===== src/rtl/vscale_htif_pcr_responder.sv =====
// HTIF PCR target-side responder: services host reads/writes of tohost and
// fromhost, returns one response per request, and exposes a core-side port.
//
// Handshake: a request transfers on an edge where htif_pcr_req_valid and
// htif_pcr_req_ready are both 1; a response transfers on an edge where
// htif_pcr_resp_valid and htif_pcr_resp_ready are both 1. Once asserted, the
// response stays valid with stable data until it transfers.
module vscale_htif_pcr_responder #(
    parameter int                    PCR_WIDTH     = 64,
    parameter int                    ADDR_WIDTH    = 12,
    parameter logic [ADDR_WIDTH-1:0] TOHOST_ADDR   = 12'h780,
    parameter logic [ADDR_WIDTH-1:0] FROMHOST_ADDR = 12'h781
) (
    input  logic                  clk,
    input  logic                  reset,
    input  logic                  htif_pcr_req_valid,
    output logic                  htif_pcr_req_ready,
    input  logic                  htif_pcr_req_rw,
    input  logic [ADDR_WIDTH-1:0] htif_pcr_req_addr,
    input  logic [PCR_WIDTH-1:0]  htif_pcr_req_data,
    output logic                  htif_pcr_resp_valid,
    input  logic                  htif_pcr_resp_ready,
    output logic [PCR_WIDTH-1:0]  htif_pcr_resp_data,
    input  logic                  core_tohost_wen,
    input  logic [PCR_WIDTH-1:0]  core_tohost_wdata,
    output logic                  core_tohost_ready,
    output logic [PCR_WIDTH-1:0]  core_fromhost_rdata,
    input  logic                  core_fromhost_clr,
    output logic                  debug_state
);

    typedef enum logic {
        IDLE = 1'b0,
        RESP = 1'b1
    } state_t;

    state_t               state, state_next;
    logic [PCR_WIDTH-1:0] tohost, tohost_next;
    logic [PCR_WIDTH-1:0] fromhost, fromhost_next;
    logic [PCR_WIDTH-1:0] resp_data, resp_data_next;
    logic                 accept;
    logic                 hit_tohost;
    logic                 hit_fromhost;

    assign hit_tohost   = (htif_pcr_req_addr == TOHOST_ADDR);
    assign hit_fromhost = (htif_pcr_req_addr == FROMHOST_ADDR);

    // State, registers and latched response data; synchronous active-low reset.
    always_ff @(posedge clk) begin
        if (!reset) begin
            state     <= IDLE;
            tohost    <= '0;
            fromhost  <= '0;
            resp_data <= '0;
        end else begin
            state     <= state_next;
            tohost    <= tohost_next;
            fromhost  <= fromhost_next;
            resp_data <= resp_data_next;
        end
    end

    // Next-state, register side effects and handshake outputs.
    always_comb begin
        state_next          = state;
        tohost_next         = tohost;
        fromhost_next       = fromhost;
        resp_data_next      = resp_data;
        htif_pcr_req_ready  = 1'b0;
        htif_pcr_resp_valid = 1'b0;
        accept              = 1'b0;

        case (state)
            IDLE: begin
                htif_pcr_req_ready = 1'b1;
                accept             = htif_pcr_req_valid;
                if (htif_pcr_req_valid) begin
                    state_next = RESP;
                end
            end
            RESP: begin
                htif_pcr_resp_valid = 1'b1;
                if (htif_pcr_resp_ready) begin
                    state_next = IDLE;
                end
            end
            default: state_next = IDLE;
        endcase

        // Response is always the register's value before this request;
        // unmapped addresses answer 0.
        if (accept) begin
            if (hit_tohost) begin
                resp_data_next = tohost;
            end else if (hit_fromhost) begin
                resp_data_next = fromhost;
            end else begin
                resp_data_next = '0;
            end
        end

        // tohost: host write beats core write; a host read clears it. The core
        // can only write while tohost is zero, so a clear never races a core
        // write that would be lost.
        if (accept && hit_tohost && htif_pcr_req_rw) begin
            tohost_next = htif_pcr_req_data;
        end else if (accept && hit_tohost && (tohost != '0)) begin
            tohost_next = '0;
        end else if (core_tohost_wen && core_tohost_ready) begin
            tohost_next = core_tohost_wdata;
        end

        // fromhost: host write beats the core's clear.
        if (accept && hit_fromhost && htif_pcr_req_rw) begin
            fromhost_next = htif_pcr_req_data;
        end else if (core_fromhost_clr) begin
            fromhost_next = '0;
        end
    end

    assign core_tohost_ready   = (tohost == '0);
    assign core_fromhost_rdata = fromhost;
    assign htif_pcr_resp_data  = resp_data;
    assign debug_state         = state;

endmodule

===== config.mk =====
export PLATFORM = sky130hd
export DESIGN_NAME = vscale_htif_pcr_responder
export DESIGN_NICKNAME = d
export VERILOG_FILES = /design/src/rtl/vscale_htif_pcr_responder.sv
export SDC_FILE = /design/constraint.sdc
export NUM_CORES = 1
export LEC_CHECK = 0
export ABC_AREA = 0
export CAP_MARGIN = 20
export CORE_MARGIN = 2
export CORE_UTILIZATION = 50
export CTS_CLUSTER_DIAMETER = 150
export DETAILED_ROUTE_END_ITERATION = 10
export PLACE_DENSITY = 0.85
export REMOVE_ABC_BUFFERS = 1
export SLEW_MARGIN = 10
export SYNTH_ARGS = -nofsm -noshare
export SYNTH_HDL_FRONTEND = slang
export SYNTH_SLANG_ARGS = --single-unit

===== constraint.sdc =====
create_clock -name clk -period 3.4 [get_ports clk]
set_input_delay 1.02 -clock clk [delete_from_list [all_inputs] [get_ports clk]]
set_output_delay 1.02 -clock clk [all_outputs]
set_load 0.01 [all_outputs]

==> summary.txt, run 1 <==
Run status
  • Status: finished clean

Routing
  • Final wirelength: 26950 µm
  • Routed WL per cell: 18.07 µm
  • 1st-iter DRT viols: 520
  • Via count: 8414
  • Via density: 5.643
  • Antenna-violating nets left: 0
  • DRT Pass-1 Iters: 5
  • DRC: 0

Timing
  • RSZ-0062 raised after global routing: no
  • Slew Limit Fails: 0
  • Final WS setup: 0.1465 ns
  • Clock skew: 0.008715 ns
  • Max Freq: 307.4 MHz
  • Slew HR: 0.4561
  • Final period util: 0.9569
  • Fin. Hold Viols: 0
  • Final Setup Violations: 0
  • Minimum clock period: 3.253 ns
  • Worst-Margin Slew: 0.8159 ns
  • Setup TNS: 0 ns

Yosys
  • Mapped Area: 0.008807 mm²
  • Fraction of registers with async set/reset: 0
  • Sequential cell area fraction in the yosys report: 0.4387
  • Post-synth EDFFs: 0
  • Seq cells post-synth: 193
  • Synthesized instance count: 1027
  • Distinct cell type count after synthesis: 29
  • Syn Area/Cell: 8.576 µm²
  • Ys Warns: 0
  • Synth Flop Type: dfxtp_1

Hold path
  • Hold EP: tohost[62]
  • Hold Crit Depth: 2
  • Worst hold start: tohost[62]
  • Worst min path class: register to register

GRT
  • First-pass GRT wire length: 41630 µm
  • All-layer global routing usage: 0.2848
  • Pin count of the biggest net entering global routing: 67
  • Vias in the first global route: 8046
  • Initial antenna violation count: 0
  • Total congestion overflow: 0

Clocking
  • H-tree depth: 4
  • Reg clk slew, reported paths: 0.07 ns
  • CTS tree: yes
  • Root buf cell: clkbuf_16
  • Clock latency at the later pin of the worst-skew pair: 0.43 ns
  • TritonCTS Buffers: 17
  • Clock sinks: 193
  • Max Root-Sink Buffers: 2

Pwr
  • Net Sw Power: 1.385 mW
  • Clk pwr share: 0.372
  • PwrDens: 426.3 mW/mm²
  • Leak: 4.171 nW
  • Int Power: 3.869 mW
  • Net Sw Frac: 0.2636
  • Seq pwr share: 0.453
  • Logic gate share of total power: 0.174
  • Peak supply drop: 0.0003442 V

Layout
  • Share of cells above drive strength 1: 0.1019
  • Finished Layout Cells: 1491
  • Cell area after layout: 0.01233 mm²
  • Final Core Density: 0.7151
  • Ant. Diodes: 0
  • Final Net Count: 1402
  • Most common cell after layout, fill and taps aside: clkdlybuf4s50_1
  • Commonest cells after routing, fill and taps aside: clkdlybuf4s50_1, nor2_1, dfxtp_1
  • Area Growth Syn to Fin: 39.95%
  • Fill count: 1293

Placed design
  • PortBufs: 278
  • Placer Congestion: 0.8368
  • Cell Area, Placed: 0.01172 mm²
  • DP Cell Count: 1460
  • Pre-CTS setup slack: 0.07868 ns
  • DP Wirelength: 17770 µm

Setup path
  • Crit Path Category: register to primary output
  • FF-to-FF Start: tohost[46]
  • Worst setup SP type: register
  • Maximum fanout along the worst path: 3
  • R2R depth: 8
  • Critical path arrival: 2.23 ns
  • R2r setup slk: 0.42 ns
  • Worst reg2reg endpoint: tohost[43]
  • Worst EP required: 2.38 ns
  • CP endpoint kind: primary output
  • Crit path launch: tohost[46]

Die
  • Core region area: 0.01724 mm²
  • Die height: 136.7 µm
  • Ports: 279
  • Area of the die: 0.01869 mm²
  • Initial Util: 0.5110
  • Num rows: 48
  • Die Wd: 136.7 µm

Run
  • Max-cap violations: 0
==> per-stage QoR <==
stage               hold slack, ns  power [mW]
detailed placement          0.4663       3.324
finish                      0.4811       5.254
floorplan                   0.4541       2.874
global route                0.4964       5.418
global placement            0.4618       3.310
CTS                         0.4825       5.264
==> area by class of cell <==
cell class	count	area [µm²]	area share
multi-input cells	675	4278	0.3471
flip-flops and latches	193	3864	0.3135
repair buffers	301	3084	0.2502
clock buffers	21	450.4	0.03654
well taps	225	281.5	0.02284
inverters	67	257.7	0.02091
clock inverters	9	110.1	0.008933
==> per-layer routing <==
metal | vias up | global-route usage | part of all wire
met4 | 0 | 0.09144 | 0.022
li1 | 3990 | - | -
met3 | 43 | 0.06778 | 0.077
met5 | - | 0 | 0
met1 | 4037 | 0.3497 | 0.41
met2 | 344 | 0.4914 | 0.49
==> power by group through the flow <==
stage	clock network (mW)	registers, mW	logic, mW
2_1_floorplan	0	2.42	0.458
3_3_place_gp	0	2.43	0.884
3_5_place_dp	0	2.43	0.896
4_1_cts	1.97	2.38	0.912
5_1_grt	2.05	2.39	0.979
6_report	1.96	2.38	0.916
==> synth_stat cells, types with 2 or more instances <==
master / instances / area, µm²
buf_2: 7 / 35.03
nor3b_1: 65 / 488.0
a21oi_1: 129 / 645.6
a221oi_1: 4 / 35.03
nand2b_1: 2 / 12.51
o21ai_1: 52 / 260.3
buf_1: 9 / 33.78
nand4_1: 4 / 25.02
o21ai_0: 12 / 60.06
buf_4: 2 / 15.01
nor2_1: 194 / 728.2
dfxtp_1: 193 / 3864
inv_1: 66 / 247.7
a221oi_2: 60 / 900.9
nand2_1: 65 / 244.0
mux2i_1: 64 / 640.6
clkbuf_1: 67 / 251.5
nor4_1: 15 / 93.84
buf_12: 7 / 140.1
==> worst max-delay path by stage <==
stage	endpoint	cells past startpoint
3_3_place_gp	tohost[13]	8
3_5_place_dp	core_fromhost_rdata[8]	9
4_1_cts	core_tohost_ready	5
5_1_grt	core_tohost_ready	5
2_1_floorplan	core_fromhost_rdata[0]	6
6_report	core_tohost_ready	5
==> logic make-up (layout without fill, tap and decap cells) <==
group	count (synthesis)	count (layout)	synth area share
and+or+nand+nor	353	353	0.1889
AOI/OAI and AO/OA	258	258	0.2169
DFF	193	193	0.4387
buffers and inverters	159	398	0.08268
muxes	64	64	0.07274
==> timing repair <==
item | CTS | global route
hold buffers | 0 | 0
gates resized for setup | 8 | 0
endpoints found under the setup margin | 1 | 0
setup buffers | 1 | 0
==> registers in the layout, summed over array words and instances, names as in the netlist <==
name	count
htif_pcr_resp_data	64
tohost	64
core_fromhost_rdata	64
debug_state	1
==> worst max-delay path: stages (launching register included) <==
cell and delay [ns]:
dfxtp_1 0.34, nor4_1 0.36, nand4_1 0.20, or4_4 0.55
clkinv_2 0.09, dlygate4sd2_1 0.27
Power figures use the tool's default switching activity.
==> run 2: changes to the inputs <==
Settings changed: CORE_ASPECT_RATIO from default to 1.2, CTS_CLUSTER_SIZE from default to 20, SETUP_SLACK_MARGIN from default to 0.15.
==> run 2 against run 1 <==
Total power decreased by 0.74%. Clock power about the same. Clock skew increased by 0.0054 ns. Highest routed layer unchanged. Via count increased by 0.55%. Non-clock buffer count unchanged. Register-to-register slack improved by 0.16 ns. Final cell count decreased by 0.20%.
==> summary.txt, run 2 (synthesis results as in run 1) <==
Placed design
  • Placer Congestion: 0.8160 (-2.5%)
  • DP Cell Count: 1455 (-0.34%)
  • PortBufs: 278 (unchanged)
  • DP Wirelength: 17760 µm (about the same)
  • Cell Area, Placed: 0.01170 mm² (-0.16%)
  • Pre-CTS setup slack: 0.1452 ns (+0.06650 ns)

GRT
  • All-layer global routing usage: 0.2840 (-0.0008936)
  • Vias in the first global route: 8458 (+5.1%)
  • Pin count of the biggest net entering global routing: 66 (-1.5%)
  • Initial antenna violation count: 0 (unchanged)
  • Total congestion overflow: 0 (unchanged)
  • First-pass GRT wire length: 42800 µm (+2.8%)

Hold path
  • Worst min path class: register to register
  • Worst hold start: tohost[47]

Die
  • Initial Util: 0.5069 (-0.004048)
  • Num rows: 53 (+10%)
  • Die height: 149.4 µm (+9.3%)
  • Core region area: 0.01737 mm² (+0.80%)
  • Area of the die: 0.01870 mm² (about the same)
  • Die Wd: 125.2 µm (-8.5%)
  • Ports: 279 (unchanged)

Pwr
  • Seq pwr share: 0.457 (+0.004)
  • Clk pwr share: 0.370 (-0.002)
  • PwrDens: 423.5 mW/mm² (-0.64%)
  • Logic gate share of total power: 0.173 (about the same)
  • Int Power: 3.763 mW (-2.7%)
  • Peak supply drop: 0.0003348 V (-2.7%)
  • Net Sw Frac: 0.2784 (+0.01481)
  • Leak: 4.174 nW (about the same)
  • Net Sw Power: 1.452 mW (+4.8%)

Routing
  • DRC: 0 (unchanged)
  • Routed WL per cell: 18.33 µm (+1.4%)
  • 1st-iter DRT viols: 526 (+1.2%)
  • Via density: 5.685 (+0.75%)
  • Antenna-violating nets left: 0 (unchanged)
  • Final wirelength: 27270 µm (+1.2%)
  • Via count: 8460 (+0.55%)
  • DRT Pass-1 Iters: 5 (unchanged)

Setup path
  • Maximum fanout along the worst path: 3 (unchanged)
  • FF-to-FF Start: tohost[61]
  • Worst EP required: 2.38 ns (about the same)
  • Crit-path leading delay family: simple AND/OR/NAND/NOR gates
  • Worst Path Buf+Inv: 2 (unchanged)
  • Worst setup SP type: register
  • CP endpoint kind: primary output
  • Slowest CP cell: or4_4
  • Crit Path Category: register to primary output
  • Crit path launch: tohost[61]
  • Critical path arrival: 2.15 ns (-0.08 ns)
  • Crit path largest cell delay: 0.58 ns (+0.03 ns)
  • CP cell instances: nor4_2 > nand4_1 > or4_4 > clkinv_2 > buf_2

Timing
  • Max Freq: 315.4 MHz (+2.6%)
  • RSZ-0062 raised after global routing: no
  • Fin. Hold Viols: 0 (unchanged)
  • Slew Limit Fails: 0 (unchanged)
  • Final WS setup: 0.2294 ns (+0.08289 ns)
  • Minimum clock period: 3.171 ns (-0.08289 ns)
  • Final period util: 0.9325 (-0.02438)
  • Setup TNS: 0 ns (unchanged)
  • Worst-Margin Slew: 0.8066 ns (-0.009343 ns)
  • Clock skew: 0.01411 ns (+0.005394 ns)
  • Slew HR: 0.4623 (+0.006229)
  • Final Setup Violations: 0 (unchanged)

Run
  • Max-cap violations: 0 (unchanged)

Clocking
  • CTS tree: yes
  • TritonCTS Buffers: 17 (unchanged)
  • Hold Buf Count CTS: 0 (unchanged)
  • Root buf cell: clkbuf_16
  • H-tree depth: 4 (unchanged)
  • Reg clk slew, reported paths: 0.08 ns (about the same)
  • Clock sinks: 193 (unchanged)
  • Max Root-Sink Buffers: 2 (unchanged)
  • Clock latency at the later pin of the worst-skew pair: 0.43 ns (about the same)

Layout
  • Ant. Diodes: 0 (unchanged)
  • Most common cell after layout, fill and taps aside: clkdlybuf4s50_1
  • Area Growth Syn to Fin: 39.81%
  • Cell area after layout: 0.01231 mm² (-0.10%)
  • Finished Layout Cells: 1488 (-0.20%)
  • Commonest cells after routing, fill and taps aside: clkdlybuf4s50_1, nor2_1, dfxtp_1
  • Share of cells above drive strength 1: 0.1065 (+0.004571)
  • Final Net Count: 1402 (unchanged)
  • Final Core Density: 0.7087 (-0.006385)

Run status
  • Status: finished clean
==> run 2: routing by layer <==
layer	global-route usage	up-vias	routed length (µm)
li1	-	3992	-
met2	0.5003	331	13580
met1	0.3314	4061	11010
met3	0.04806	76	1501
met4	0.1494	0	1177
met5	0	-	0
==> run 2: final timing paths <==
check / cells past startpoint / endpoint / slack, ns
max: 5 / core_tohost_ready / 0.23
min: 2 / tohost[47] / 0.48
max reg2reg: 8 / tohost[4] / 0.58
min reg2reg: 2 / tohost[47] / 0.48
==> run 2: power groups by stage <==
stage	clock [mW]	sequential, mW	combinational (mW)
3_3_place_gp	0	2.43	0.871
5_1_grt	2.04	2.39	0.964
6_report	1.93	2.38	0.901
3_5_place_dp	0	2.43	0.884
4_1_cts	1.96	2.38	0.897
2_1_floorplan	0	2.42	0.458
==> run 2: final cells by class <==
| cell class | instances | area (µm²) |
|---|---|---|
| inverters | 67 | 257.7 |
| repair buffers | 301 | 3068 |
| clock buffers | 19 | 452.9 |
| well taps | 220 | 275.3 |
| fillers | 1292 | 5061 |
| clock inverters | 13 | 117.6 |
| flip-flops and latches | 193 | 3864 |
| multi-input cells | 675 | 4278 |
==> run 2: repair_timing <==
item	in CTS	in global routing
hold endpoints to repair	0	0
resized for setup	10	1
setup endpoints to repair	1	1
setup buffers	1	0
pin swaps	4	0
==> run 2: tightest hold or removal path: cells and delay by family, from the launching register on <==
kind | cells | cell delay, ns
AOI/OAI and AO/OA | 1 | 0.05
buffers and inverters | 1 | 0.06
DFF | 1 | 0.32
==> run 2: through the flow <==
step                hold slack [ns]  power (mW)
floorplan                    0.4541       2.874
global placement             0.4636       3.297
detailed placement           0.4694       3.313
CTS                          0.4826       5.235
global route                 0.5044       5.394
finish                       0.4809       5.215
==> run 3: changes to the inputs <==
Settings changed: CAP_MARGIN 20 to 30, SETUP_SLACK_MARGIN 0.15 to 0.3.
==> run 3 against run 2 <==
Global-route usage is 0.054 points higher. Register-to-register slack improved by 0.05 ns. Via count grew 0.98%. Final cell count rose by 0.20%. Clock power barely moved. Die area unchanged. Critical path type unchanged. Largest cell class unchanged. Highest routed layer unchanged.
==> summary.txt, run 3 (synthesis results as in run 1) <==
Run status
  • Status: finished clean

GRT
  • All-layer global routing usage: 0.2845 (+0.0005356)
  • First-pass GRT wire length: 42810 µm (about the same)
  • Initial antenna violation count: 0 (unchanged)
  • Vias in the first global route: 8465 (+0.083%)
  • Total congestion overflow: 0 (unchanged)
  • Pin count of the biggest net entering global routing: 66 (unchanged)

Routing
  • Final wirelength: 27350 µm (+0.28%)
  • 1st-iter DRT viols: 548 (+4.2%)
  • Antenna-violating nets left: 0 (unchanged)
  • DRT Pass-1 Iters: 4 (-1)
  • Routed WL per cell: 18.34 µm (about the same)
  • Via count: 8543 (+0.98%)
  • DRC: 0 (unchanged)
  • Via density: 5.730 (+0.78%)

Layout
  • Finished Layout Cells: 1491 (+0.20%)
  • Final Core Density: 0.7140 (+0.005330)
  • Final Net Count: 1405 (+0.21%)
  • Ant. Diodes: 0 (unchanged)
  • Fill count: 1274 (-1.4%)
  • Most common cell after layout, fill and taps aside: clkdlybuf4s50_1
  • Share of cells above drive strength 1: 0.1164 (+0.009977)
  • Commonest cells after routing, fill and taps aside: clkdlybuf4s50_1, nor2_1, dfxtp_1
  • Area Growth Syn to Fin: 40.86%

Clocking
  • Max Root-Sink Buffers: 2 (unchanged)
  • Reg clk slew, reported paths: 0.07 ns (about the same)
  • Root buf cell: clkbuf_16
  • Clock sinks: 193 (unchanged)
  • H-tree depth: 4 (unchanged)
  • Clock latency at the later pin of the worst-skew pair: 0.43 ns (about the same)
  • TritonCTS Buffers: 17 (unchanged)
  • CTS tree: yes
  • Hold Buf Count CTS: 0 (unchanged)

Setup path
  • R2R depth: 9 (+1)
  • CP endpoint kind: primary output
  • FF-to-FF Start: tohost[32]
  • R2r setup slk: 0.63 ns (+0.05 ns)
  • Crit path launch: tohost[32]
  • Maximum fanout along the worst path: 3 (unchanged)
  • Worst setup path end: core_tohost_ready
  • Worst reg2reg endpoint: tohost[4]
  • Critical path arrival: 2.05 ns (-0.10 ns)
  • Crit Path Category: register to primary output
  • Worst setup SP type: register
  • Worst EP required: 2.38 ns (about the same)

Timing
  • RSZ-0062 raised after global routing: yes
  • Minimum clock period: 3.075 ns (-0.09572 ns)
  • Final Setup Violations: 0 (unchanged)
  • Slew HR: 0.4561 (-0.006149)
  • Fin. Hold Viols: 0 (unchanged)
  • Final period util: 0.9044 (-0.02815)
  • Clock skew: 0.01372 ns (-0.0003913 ns)
  • Worst-Margin Slew: 0.8158 ns (+0.009223 ns)
  • Slew Limit Fails: 0 (unchanged)
  • Max Freq: 325.2 MHz (+3.1%)

Die
  • Die Wd: 125.2 µm (unchanged)
  • Initial Util: 0.5069 (unchanged)
  • Area of the die: 0.01870 mm² (unchanged)
  • Core region area: 0.01737 mm² (unchanged)
  • Ports: 279 (unchanged)
  • Die height: 149.4 µm (unchanged)
  • Num rows: 53 (unchanged)

Run
  • Max-cap violations: 0 (unchanged)

Pwr
  • Int Power: 3.792 mW (+0.75%)
  • Net Sw Power: 1.467 mW (+1.0%)
  • Logic gate share of total power: 0.177 (+0.004)
  • PwrDens: 423.9 mW/mm² (about the same)
  • Seq pwr share: 0.455 (-0.002)
  • Pwr Total: 5.258 mW (+0.83%)
  • Peak supply drop: 0.0003366 V (+0.54%)
  • Clk pwr share: 0.368 (-0.002)
  • Leak: 4.220 nW (+1.1%)
  • Net Sw Frac: 0.2790 (+0.0005425)

Placed design
  • DP Wirelength: 17760 µm (unchanged)
  • DP Cell Count: 1455 (unchanged)
  • Placer Congestion: 0.8160 (unchanged)
  • PortBufs: 278 (unchanged)

Hold path
  • Worst min path class: register to register
-- run 3: cell type report --
| cell class | instances | area, µm² | area share |
|---|---|---|---|
| Multi-Input combinational cell | 675 | 4332 | 0.3492 |
| Sequential cell | 193 | 3872 | 0.3122 |
| Timing Repair Buffer | 304 | 3097 | 0.2496 |
| Clock buffer | 19 | 452.9 | 0.03651 |
| Tap cell | 220 | 275.3 | 0.02219 |
| Inverter | 67 | 259.0 | 0.02088 |
| Clock inverter | 13 | 117.6 | 0.009481 |
-- run 3: per-layer routing --
| metal | GRT usage | share of wire | vias to the layer above |
|---|---|---|---|
| li1 | - | - | 4001 |
| met1 | 0.3271 | 0.40 | 4116 |
| met2 | 0.5035 | 0.50 | 354 |
| met3 | 0.05057 | 0.057 | 72 |
| met4 | 0.1533 | 0.043 | 0 |
| met5 | 0 | 0 | - |
-- run 3: worst min-delay path by stage --
stage / startpoint / to / slack [ns] / depth (start not counted)
after floorplan: tohost[10] / tohost[10] / 0.45 / 2
after global placement: tohost[45] / tohost[45] / 0.46 / 2
after detailed placement: tohost[47] / tohost[47] / 0.47 / 2
after CTS: tohost[47] / tohost[47] / 0.48 / 2
after global routing: tohost[32] / tohost[32] / 0.50 / 2
final: tohost[32] / tohost[32] / 0.48 / 2
-- run 3: repair_timing --
action	in CTS	in global routing
setup buffers	2	2
gates resized for setup	23	5
endpoints found under the setup margin	1	1
pin swaps	8	4
gates cloned	0	0
-- run 3: stage by stage --
stage	setup WS (ns)	TNS, ns	hold slack (ns)	cell area, µm²
finish	0.3251	0	0.4815	12410
global route	0.2403	0	0.5046	12410
CTS	0.3038	0	0.4826	12380
detailed placement	0.1452	0	0.4694	11700
global placement	0.1567	0	0.4636	11700
floorplan	-5.382	-591.35	0.4541	8332
-- run 3: worst max-delay path, cell delays in order (launching register included) --
cell     delay (ns)
dfxtp_2        0.33
nor4_2         0.27
buf_4          0.15
nand4_1        0.13
or4_4          0.57
inv_4          0.08
buf_6          0.11
-- run 3: power by group through the flow --
stage                     Clock (mW)  Combinational, mW  Sequential, mW
final                           1.93              0.933            2.39
after global placement             0              0.871            2.43
after CTS                       1.96              0.914            2.39
after global routing            2.05              0.995            2.40
after detailed placement           0              0.884            2.43
after floorplan                    0              0.458            2.42
